### config.mk
export PLATFORM = sky130hd
export DESIGN_NAME = sommatore
export DESIGN_NICKNAME = d
export VERILOG_FILES = /design/src/rtl/sommatore.sv
export SDC_FILE = /design/constraint.sdc
export NUM_CORES = 1
export LEC_CHECK = 0
export CORE_UTILIZATION = 41
export DETAILED_ROUTE_END_ITERATION = 16
export PLACE_DENSITY_LB_ADDON = 0.12
export SLEW_MARGIN = 20
export SYNTH_ARGS = -nofsm -noshare
export SYNTH_HDL_FRONTEND = slang
export SYNTH_SLANG_ARGS = --single-unit
### constraint.sdc
create_clock -name clk -period 0.8 [get_ports clk]
set_clock_uncertainty 0.05 [all_clocks]
set_input_delay 0.16 -clock clk [delete_from_list [all_inputs] [get_ports clk]]
set_output_delay 0.16 -clock clk [all_outputs]
set_load 0.03 [all_outputs]
### src/rtl/sommatore.sv
// sommatore: 16-bit unsigned adder with carry-in/carry-out and a registered result.
// The core is a two-level carry-lookahead adder: four 4-bit lookahead groups
// report group propagate/generate, and a second-level unit derives the group
// carries directly from those and r_in, so no carry ripples across groups.
module sommatore (
    input  logic        clk,
    input  logic        rst,
    input  logic [15:0] a,
    input  logic [15:0] b,
    input  logic        r_in,
    output logic [15:0] s,
    output logic        r_out
);

    // Group propagate/generate of a 4-bit slice, returned as {G, P}.
    // Independent of the incoming carry, so it feeds the second level directly.
    function automatic logic [1:0] grp_pg(input logic [3:0] x, input logic [3:0] y);
        logic [3:0] p;
        logic [3:0] g;
        logic       gp;
        logic       gg;
        p  = x ^ y;
        g  = x & y;
        gp = p[3] & p[2] & p[1] & p[0];
        gg = g[3]
           | (p[3] & g[2])
           | (p[3] & p[2] & g[1])
           | (p[3] & p[2] & p[1] & g[0]);
        return {gg, gp};
    endfunction

    // Per-bit sums of a 4-bit slice given the slice carry-in; the internal
    // carries are fully expanded lookahead terms rather than a ripple.
    function automatic logic [3:0] grp_sum(input logic [3:0] x, input logic [3:0] y,
                                           input logic cin);
        logic [3:0] p;
        logic [3:0] g;
        logic [3:0] c;
        p    = x ^ y;
        g    = x & y;
        c[0] = cin;
        c[1] = g[0] | (p[0] & cin);
        c[2] = g[1] | (p[1] & g[0]) | (p[1] & p[0] & cin);
        c[3] = g[2] | (p[2] & g[1]) | (p[2] & p[1] & g[0]) | (p[2] & p[1] & p[0] & cin);
        return p ^ c;
    endfunction

    logic [3:0]  grp_p_s;
    logic [3:0]  grp_g_s;
    logic        c4_s;
    logic        c8_s;
    logic        c12_s;
    logic        c16_s;
    logic [15:0] sum_s;

    // First level: group propagate/generate for each 4-bit slice.
    always_comb begin
        grp_p_s = 4'b0000;
        grp_g_s = 4'b0000;
        for (int k = 0; k < 4; k++) begin
            logic [1:0] pg;
            pg = grp_pg(a[4*k +: 4], b[4*k +: 4]);
            grp_g_s[k] = pg[1];
            grp_p_s[k] = pg[0];
        end
    end

    // Second level: group carries straight from (P, G, r_in), two gate levels deep.
    always_comb begin
        c4_s  = grp_g_s[0] | (grp_p_s[0] & r_in);
        c8_s  = grp_g_s[1]
              | (grp_p_s[1] & grp_g_s[0])
              | (grp_p_s[1] & grp_p_s[0] & r_in);
        c12_s = grp_g_s[2]
              | (grp_p_s[2] & grp_g_s[1])
              | (grp_p_s[2] & grp_p_s[1] & grp_g_s[0])
              | (grp_p_s[2] & grp_p_s[1] & grp_p_s[0] & r_in);
        c16_s = grp_g_s[3]
              | (grp_p_s[3] & grp_g_s[2])
              | (grp_p_s[3] & grp_p_s[2] & grp_g_s[1])
              | (grp_p_s[3] & grp_p_s[2] & grp_p_s[1] & grp_g_s[0])
              | (grp_p_s[3] & grp_p_s[2] & grp_p_s[1] & grp_p_s[0] & r_in);
    end

    // Per-slice sums using the lookahead group carries.
    always_comb begin
        sum_s[3:0]   = grp_sum(a[3:0],   b[3:0],   r_in);
        sum_s[7:4]   = grp_sum(a[7:4],   b[7:4],   c4_s);
        sum_s[11:8]  = grp_sum(a[11:8],  b[11:8],  c8_s);
        sum_s[15:12] = grp_sum(a[15:12], b[15:12], c12_s);
    end

    // Result register: loads every edge, cleared immediately by reset.
    always_ff @(posedge clk or posedge rst) begin
        if (rst) begin
            s     <= 16'h0000;
            r_out <= 1'b0;
        end else begin
            s     <= sum_s;
            r_out <= c16_s;
        end
    end

endmodule

# Yosys cells after proc, flatten, opt, wreduce, memory -nomap -nowiden
# Index checks and enable logic that the tools add are counted.
dict set report classes {
  magnitude_cmp 0
  n_mul 0
  mux 0
  bitwise_logic 134
  addsub 0
  div 0
  n_reduce_logical 0
  shifts 0
  eq_ne 0
}
# op count
set ops {}
lappend ops {{AND 1 bit} 76}
lappend ops {{bitwise OR 1 bit} 46}
lappend ops {{bitwise XOR 4 bit} 8}
lappend ops {{AND 4 bit} 4}
dict set report word_totals {
  reg_bits 17
  latchBits 0
  mem_bits_ro 0
  memories 0
  inputBits 35
  elab_cells 136
  mem_bits_rw 0
}

# Logic depth before layout (Yosys ltp)
# Gate-level depths: netlist (run 1).
dict set report depth {
  ltp_word 12
  mapped_depth 7
}

# Least setup slack after synthesis (run 1)
# Ideal clock, no wire load.
dict set report synth_path {
  kind {in2reg}
  from {in a[5]}
  to {reg s[13]}
  required_time_ps 623
  cell_stages 7
  path_slack_ps -1301
  n_path_buf 0
  arrival_ps 1924
  cell_sequence {ha_1 -> a21o_1 -> a221o_1 -> a21oi_1 -> nand2_1 -> fa_1 -> xor2_1}
}
dict set report synth_between {
  elab_chain_cells 11
  word_cells_on_any_way 19
  cone_classes {bitwise: 19}
}
# item line_no
set synth_lines {}
lappend synth_lines {{from (decl)} 8} ;# input logic [15:0] a,
lappend synth_lines {{AND 4 bit / bitwise XOR 4 bit (equally long branches)} --}
lappend synth_lines {{AND 1 bit, on equally long branches} {27, 24, 28}}
lappend synth_lines {{bitwise OR 1 bit / AND 1 bit (equally long branches)} {27, 28}}
lappend synth_lines {{bitwise OR 1 bit} 28} ;# | (p[3] & p[2] & p[1] & g[0]);
lappend synth_lines {{AND 1 bit} 75} ;# | (grp_p_s[2] & grp_g_s[1])
lappend synth_lines {{bitwise OR 1 bit} 75}
lappend synth_lines {{bitwise OR 1 bit} 76} ;# | (grp_p_s[2] & grp_p_s[1] & grp_g_s[0])
lappend synth_lines {{bitwise OR 1 bit (*)} 77} ;# | (grp_p_s[2] & grp_p_s[1] & grp_p_s[0] & r_in);
lappend synth_lines {{AND 1 bit (*)} 42} ;# c[1] = g[0] | (p[0] & cin);
lappend synth_lines {{bitwise OR 1 bit (*)} 42}
lappend synth_lines {{bitwise XOR 4 bit (*)} 45} ;# return p ^ c;
lappend synth_lines {{via sum_s[13]} 54} ;# logic [15:0] sum_s;
lappend synth_lines {{to (signal assigned)} 99} ;# s <= sum_s;
lappend synth_lines {{to (decl)} 11} ;# output logic [15:0] s,
# Mark *: on every way through the listed nets, which the timed path passes. The rest lies on a longest branch.

# Worst setup path after layout (run 1)
dict set report layout_path {
  from {in b[5]}
  to {reg s[13]}
}
dict set report layout_between {
  elab_chain_cells 11
  word_cells_on_any_way 19
  cone_classes {bitwise: 19}
}
# item line_no
set layout_lines {}
lappend layout_lines {{from (decl)} 9} ;# input logic [15:0] b,
lappend layout_lines {{AND 4 bit / bitwise XOR 4 bit (equally long branches)} --}
lappend layout_lines {{AND 1 bit, on equally long branches} {27, 24, 28}}
lappend layout_lines {{bitwise OR 1 bit / AND 1 bit (equally long branches)} {27, 28}}
lappend layout_lines {{bitwise OR 1 bit} 28}
lappend layout_lines {{AND 1 bit} 75}
lappend layout_lines {{bitwise OR 1 bit} 75}
lappend layout_lines {{bitwise OR 1 bit} 76}
lappend layout_lines {{bitwise OR 1 bit (*)} 77}
lappend layout_lines {{AND 1 bit (*)} 42}
lappend layout_lines {{bitwise OR 1 bit (*)} 42}
lappend layout_lines {{bitwise XOR 4 bit (*)} 45}
lappend layout_lines {{via sum_s[13]} 54}
# Marks and branches as above.

==> out/metrics.csv, run 1 <==
metric;value;unit
result_of_the_run;finished, violations left;
failed_checks;setup timing;
synth_compound_gate_area_share;15.0;%
cts_htree_levels;1;
yosys.area_share.xor_xnor;7.71;%
die_height;54.6;um
standby_leakage_power;1.08;nW
layout-drive-gt1-share;64.8;%
start_util;44.6;%
wirelength;4.66;mm
syn_avg_cell_area;10.7;um^2
final_util;92.4;%
dieWidth;54.6;um
commonest_cells_after_routing_fill_and_taps_aside;31 x sky130_fd_sc_hd__buf_6, 31 x sky130_fd_sc_hd__buf_4, 17 x sky130_fd_sc_hd__dfrtp_1;
crit_path_cell_trace;buf_6 > ha_4 > a21o_1 > a221o_1 > a21oi_2 > nand2_2 > fa_2 > xor2_1;
crit_path_max_incr_delay;0.35;ns
routed-via-count;1286;
postSynthCellCount;106;
hold_class;in -> async;
quantity_of_i_o_buffers_inserted_on_ports;51;
final_period_minus_worst_setup_slack;1.66;ns
synthDistinctLibCells;32;
worst-setup-path-type;in -> reg;
post_drt_wl_per_cell;20.3;um
regArea;425;um^2
timing.final.hold_violations;0;
power.density_cell_area;1620;nW/um^2
report.final.setup_viol;33;
clock.fmax;603;MHz
drc_marker_count_from_the_first_detailed_route_iteration;19;
pin_count;52;
via_count_of_the_first_global_routing_pass;1301;
min_period_over_period;207;%
gp_routability_congestion;0.783;
synth_seq_area_share;37.4;%
drv_slew;0;
cp-end-kind;register;
grt_setup_unrepaired;yes;
postSynth.asyncResetShare;100;%
post-dp-hpwl;2.41;mm
syn-cell-area;1140;um^2
final.setup.worst_slack;-0.857;ns
detailedPlace.worstSlack;-1.66;ns
antenna_violating_nets_post_route;0;
nNetsFinal;255;
multiInputGateArea;1010;um^2
core_area;2540;um^2
floorplan.die_area;2990;um^2
crit_path_arrival_time;1.82;ns
syn2layout_area_growth;107;%
max_slew.worst_pin.slew;0.303;ns
row_count;18;
critPathMaxFanout;3;
drc;0;
cts_sinks;17;
synth-seq-cells;17;
critical_path_slowest_stage_cell;sky130_fd_sc_hd__a221o_1;
synth_top_family_by_area;adder cells;
postSynthNetCount;161;
holdWs;0.125;ns
ys.flop_type;sky130_fd_sc_hd__dfrtp_1;
timing.slew.headroom;79.8;%
grt_pass1_wl;6.24;mm
n_fill_cell;82;
clkTransAtPathRegs;0.12;ns
synth_enable_flop_cells;0;
gr-total-overflow;0;
first_pass_iters;6;
antenna_found_initial;0;
clock_tree.root_cell;sky130_fd_sc_hd__clkbuf_4;
antenna-diode-count;0;
cts_tree;yes;
synth.area.mux_share;0.881;%
synth_simple_gate_area_share;11.7;%
detail_route.vias_per_cell;5.62;
post_synthesis_share_of_cell_area_spent_on_full_adders_half_adders_and_majority_gates;24.7;%
synth_warnings;0;
cts_inserted_buffers;3;
grt.total_usage;31.4;%
cp-start-kind;input port;
drv.max_cap_violation_count;0;
maximum_number_of_pins_on_one_net_before_global_route_repair;18;
critical_path_required;0.97;ns
clock_tree.buffer_depth;2;
peakVddDrop;0.00161;V
==> state kept, by name, indices dropped and copies added, names as in the netlist <==
register / cells
s: 16
r_out: 1
==> power by group <==
| part | internal (mW) | switching [mW] |
|---|---|---|
| Combinational | 1.09 | 1.07 |
| Sequential | 1.04 | 0.0926 |
| Clock | 0.187 | 0.329 |
| Total | 2.31 | 1.49 |
==> Yosys cell counts (2+ instances only) <==
master,instances,area (um^2)
sky130_fd_sc_hd__dfrtp_1,17,425
sky130_fd_sc_hd__inv_1,8,30.0
sky130_fd_sc_hd__xnor2_1,7,61.3
sky130_fd_sc_hd__fa_1,4,80.1
sky130_fd_sc_hd__nand2_1,6,22.5
sky130_fd_sc_hd__nor2_1,4,15.0
sky130_fd_sc_hd__nor3_1,2,10.0
sky130_fd_sc_hd__a21o_1,3,22.5
sky130_fd_sc_hd__o21ai_0,3,15.0
sky130_fd_sc_hd__nor2b_1,2,12.5
sky130_fd_sc_hd__xor2_1,3,26.3
sky130_fd_sc_hd__ha_1,16,200
sky130_fd_sc_hd__a21oi_1,11,55.1
sky130_fd_sc_hd__nand4_1,2,12.5
==> worst paths after layout <==
path / cells past startpoint / from / slack [ns] / endpoint
max: 8 / b[5] / -0.86 / s[13]
min: 3 / rst / 0.13 / s[0]
max in group asynchronous: 3 / rst / 0.44 / s[4]
min in group clk: 4 / a[2] / 0.19 / s[3]
==> routing by layer <==
| layer | GRT usage, % | routed length [um] | vias to the layer above |
|---|---|---|---|
| met2 | 59.2 | 2600 | 71 |
| li1 | - | - | 572 |
| met1 | 30.5 | 1560 | 615 |
| met4 | 19.2 | 238 | 0 |
| met5 | 0 | 0 | - |
| met3 | 6.39 | 263 | 28 |
==> cell families (layout without fill, tap and decap cells) <==
group           after synthesis  after routing
compound gates               26             26
xor+xnor                     10             10
fa+ha+maj                    20             20
buf+inv                       8            101
flops                        17             17
mux                           1              1
simple gates                 24             24
==> final cells by class <==
cell class,count,share of cell area (%)
clock buffers,3,0.957
multi-input cells,81,43.0
well taps,30,1.60
repair buffers,89,34.5
inverters,8,1.60
clock inverters,1,0.213
flip-flops and latches,17,18.1
==> per-stage QoR <==
step	area (um^2)	power, mW	std cells	setup TNS, ns
final	2350	3.81	229	-14.14
after global placement	2020	2.74	220	-20.88
after CTS	2310	3.59	228	-13.31
after floorplan	1260	2.00	106	-10.82
after global routing	2350	3.96	229	-15.15
after detailed placement	2020	2.79	220	-21.49
==> what timing repair did <==
item | CTS | global route
hold buffers | 0 | 0
endpoints found under the setup margin | 34 | 33
resized for setup | 141 | 29
buffers inserted | 5 | 2
pin swaps | 44 | 29
==> worst max-delay path, delay by kind of cell <==
| family | cells | cell delay (ns) |
|---|---|---|
| fa+ha+maj | 2 | 0.57 |
| xor+xnor | 1 | 0.17 |
| compound gates | 3 | 0.74 |
| buf+inv | 1 | 0.10 |
| simple gates | 1 | 0.09 |
Note: power is estimated with default switching activity, not from simulation.
==> run 2, diff against run 1 <==
Settings changed: CORE_ASPECT_RATIO set to 0.5.
==> out/metrics.csv, run 2 (same netlist as run 1, synthesis figures left out) <==
metric;value;unit;change
antenna_found_initial;0;;unchanged
critPathMaxFanout;3;;unchanged
standby_leakage_power;1.12;nW;was 1.08 nW
start_util;43.4;%;was 44.6%
peakVddDrop;0.00107;V;was 0.00161 V
via_count_of_the_first_global_routing_pass;1216;;was 1301
drv.max_cap_violation_count;0;;unchanged
cts_htree_levels;1;;unchanged
max_slew.worst_pin.slew;0.231;ns;was 0.303 ns
clkTransAtPathRegs;0.07;ns;was 0.12 ns
clock.fmax;574;MHz;was 603 MHz
post_drt_wl_per_cell;17.5;um;was 20.3 um
failed_checks;setup timing;;unchanged
post-dp-hpwl;2.34;mm;was 2.41 mm
final.setup.worst_slack;-0.943;ns;was -0.857 ns
critical_path_required;0.89;ns;was 0.97 ns
place_area;2050;um^2;was 2020 um^2
cp-start-kind;input port;;unchanged
commonest_cells_after_routing_fill_and_taps_aside;37 x sky130_fd_sc_hd__buf_4, 34 x sky130_fd_sc_hd__buf_6, 17 x sky130_fd_sc_hd__dfrtp_1;;was 31 x sky130_fd_sc_hd__buf_6, 31 x sky130_fd_sc_hd__buf_4, 17 x sky130_fd_sc_hd__dfrtp_1
cts_inserted_buffers;3;;unchanged
min_period_over_period;218;%;was 207%
grt_setup_unrepaired;yes;;unchanged
crit_path_arrival_time;1.83;ns;was 1.82 ns
die_height;39.2;um;was 54.6 um
cts_tree;yes;;unchanged
worst-setup-path-type;in -> reg;;unchanged
grt.total_usage;26.3;%;was 31.4%
nNetsFinal;264;;was 255
floorplan.die_area;3000;um^2;was 2990 um^2
crit_path_max_incr_delay;0.36;ns;was 0.35 ns
timing.final.hold_violations;0;;unchanged
largestRegisters;s (16), r_out (1);;unchanged
drc_marker_count_from_the_first_detailed_route_iteration;40;;was 19
antenna_violating_nets_post_route;0;;unchanged
core_area;2620;um^2;was 2540 um^2
syn2layout_area_growth;115;%;was 107%
grt_pass1_wl;5.57;mm;was 6.24 mm
report.final.setup_viol;33;;unchanged
holdWs;0.219;ns;was 0.125 ns
cp-end-kind;register;;unchanged
dieWidth;76.4;um;was 54.6 um
pin_count;52;;unchanged
first_pass_iters;4;;was 6
wirelength;4.28;mm;was 4.66 mm
maximum_number_of_pins_on_one_net_before_global_route_repair;15;;was 18
gp_routability_congestion;0.858;;was 0.783
finalInstanceArea;2440;um^2;was 2350 um^2
hold_class;in -> async;;unchanged
power.density_cell_area;1610;nW/um^2;was 1620 nW/um^2
quantity_of_i_o_buffers_inserted_on_ports;51;;unchanged
regMostFlops;s;;unchanged
critical_path_slowest_stage_cell;sky130_fd_sc_hd__a221o_1;;unchanged
final_period_minus_worst_setup_slack;1.74;ns;was 1.66 ns
drv_slew;0;;unchanged
clock_tree.buffer_depth;2;;unchanged
crit_path_cell_trace;buf_6 > ha_4 > and2_4 > a221o_1 > a21oi_2 > nand2_2 > fa_2 > xor2_1;;was buf_6 > ha_4 > a21o_1 > a221o_1 > a21oi_2 > nand2_2 > fa_2 > xor2_1
largest_register_ffs;16;;unchanged
routed-via-count;1286;;unchanged
commonest_non_fill_non_tap_cell_in_the_layout;sky130_fd_sc_hd__buf_4;;
result_of_the_run;finished, violations left;;unchanged
timing.slew.headroom;84.5;%;was 79.8%
row_count;13;;was 18
layout-drive-gt1-share;62.5;%;was 64.8%
gr-total-overflow;0;;unchanged
cts_sinks;17;;unchanged
clock_tree.root_cell;sky130_fd_sc_hd__clkbuf_8;;was sky130_fd_sc_hd__clkbuf_4
detail_route.vias_per_cell;5.25;;was 5.62
drc;0;;unchanged
antenna-diode-count;0;;unchanged
[run 2: cell type report]
type                    count  area [um^2]
clock buffers               3         41.3
clock inverters             1         5.00
fillers                    88          179
inverters                   8         37.5
multi-input cells          81          955
flip-flops and latches     17          425
well taps                  37         46.3
repair buffers             98          930
[run 2: how the worst max path moves through the flow]
stage / start / end / depth (start not counted)
2_1_floorplan: a[6] / s[13] / 7
3_3_place_gp: a[6] / s[13] / 8
3_5_place_dp: a[6] / s[13] / 8
4_1_cts: b[5] / s[13] / 8
5_1_grt: a[7] / s[13] / 8
6_report: a[7] / s[13] / 8
[run 2: report_power, final]
part	switching [mW]	leakage, nW	internal, mW
combinational	1.04	0.895	1.12
sequential	0.0914	0.199	1.04
clock	0.305	0.0255	0.346
[run 2: critical path: cells and delay by family]
| family | cells | cell delay (ns) |
|---|---|---|
| compound gates | 2 | 0.58 |
| fa+ha+maj | 2 | 0.57 |
| simple gates | 2 | 0.24 |
| buf+inv | 1 | 0.10 |
| xor+xnor | 1 | 0.18 |
[run 2: repair_timing]
action                     CTS  global route
pin swaps                   35            23
hold buffers                 0             0
gates resized for setup    138            19
setup endpoints to repair   34            33
buffers inserted             7             6
hold endpoints to repair     0             0
[run 2: through the flow]
stage | cells | setup TNS, ns | worst slack, ns | power (mW) | utilization [%]
after floorplan | 106 | -10.82 | -1.06 | 2.00 | -
after global placement | 230 | -20.80 | -1.52 | 2.76 | 78.5
after detailed placement | 230 | -21.15 | -1.56 | 2.81 | 78.5
after CTS | 240 | -13.12 | -0.912 | 3.73 | 89.2
after global routing | 245 | -14.59 | -0.966 | 4.10 | 93.2
final | 245 | -13.79 | -0.943 | 3.94 | 93.2
[run 2: routing by layer]
metal	vias up	GRT usage [%]	wire length, um
met4	0	13.0	166
li1	590	-	-
met5	-	0	0
met3	16	6.59	205
met1	622	25.9	1650
met2	58	55.0	2260
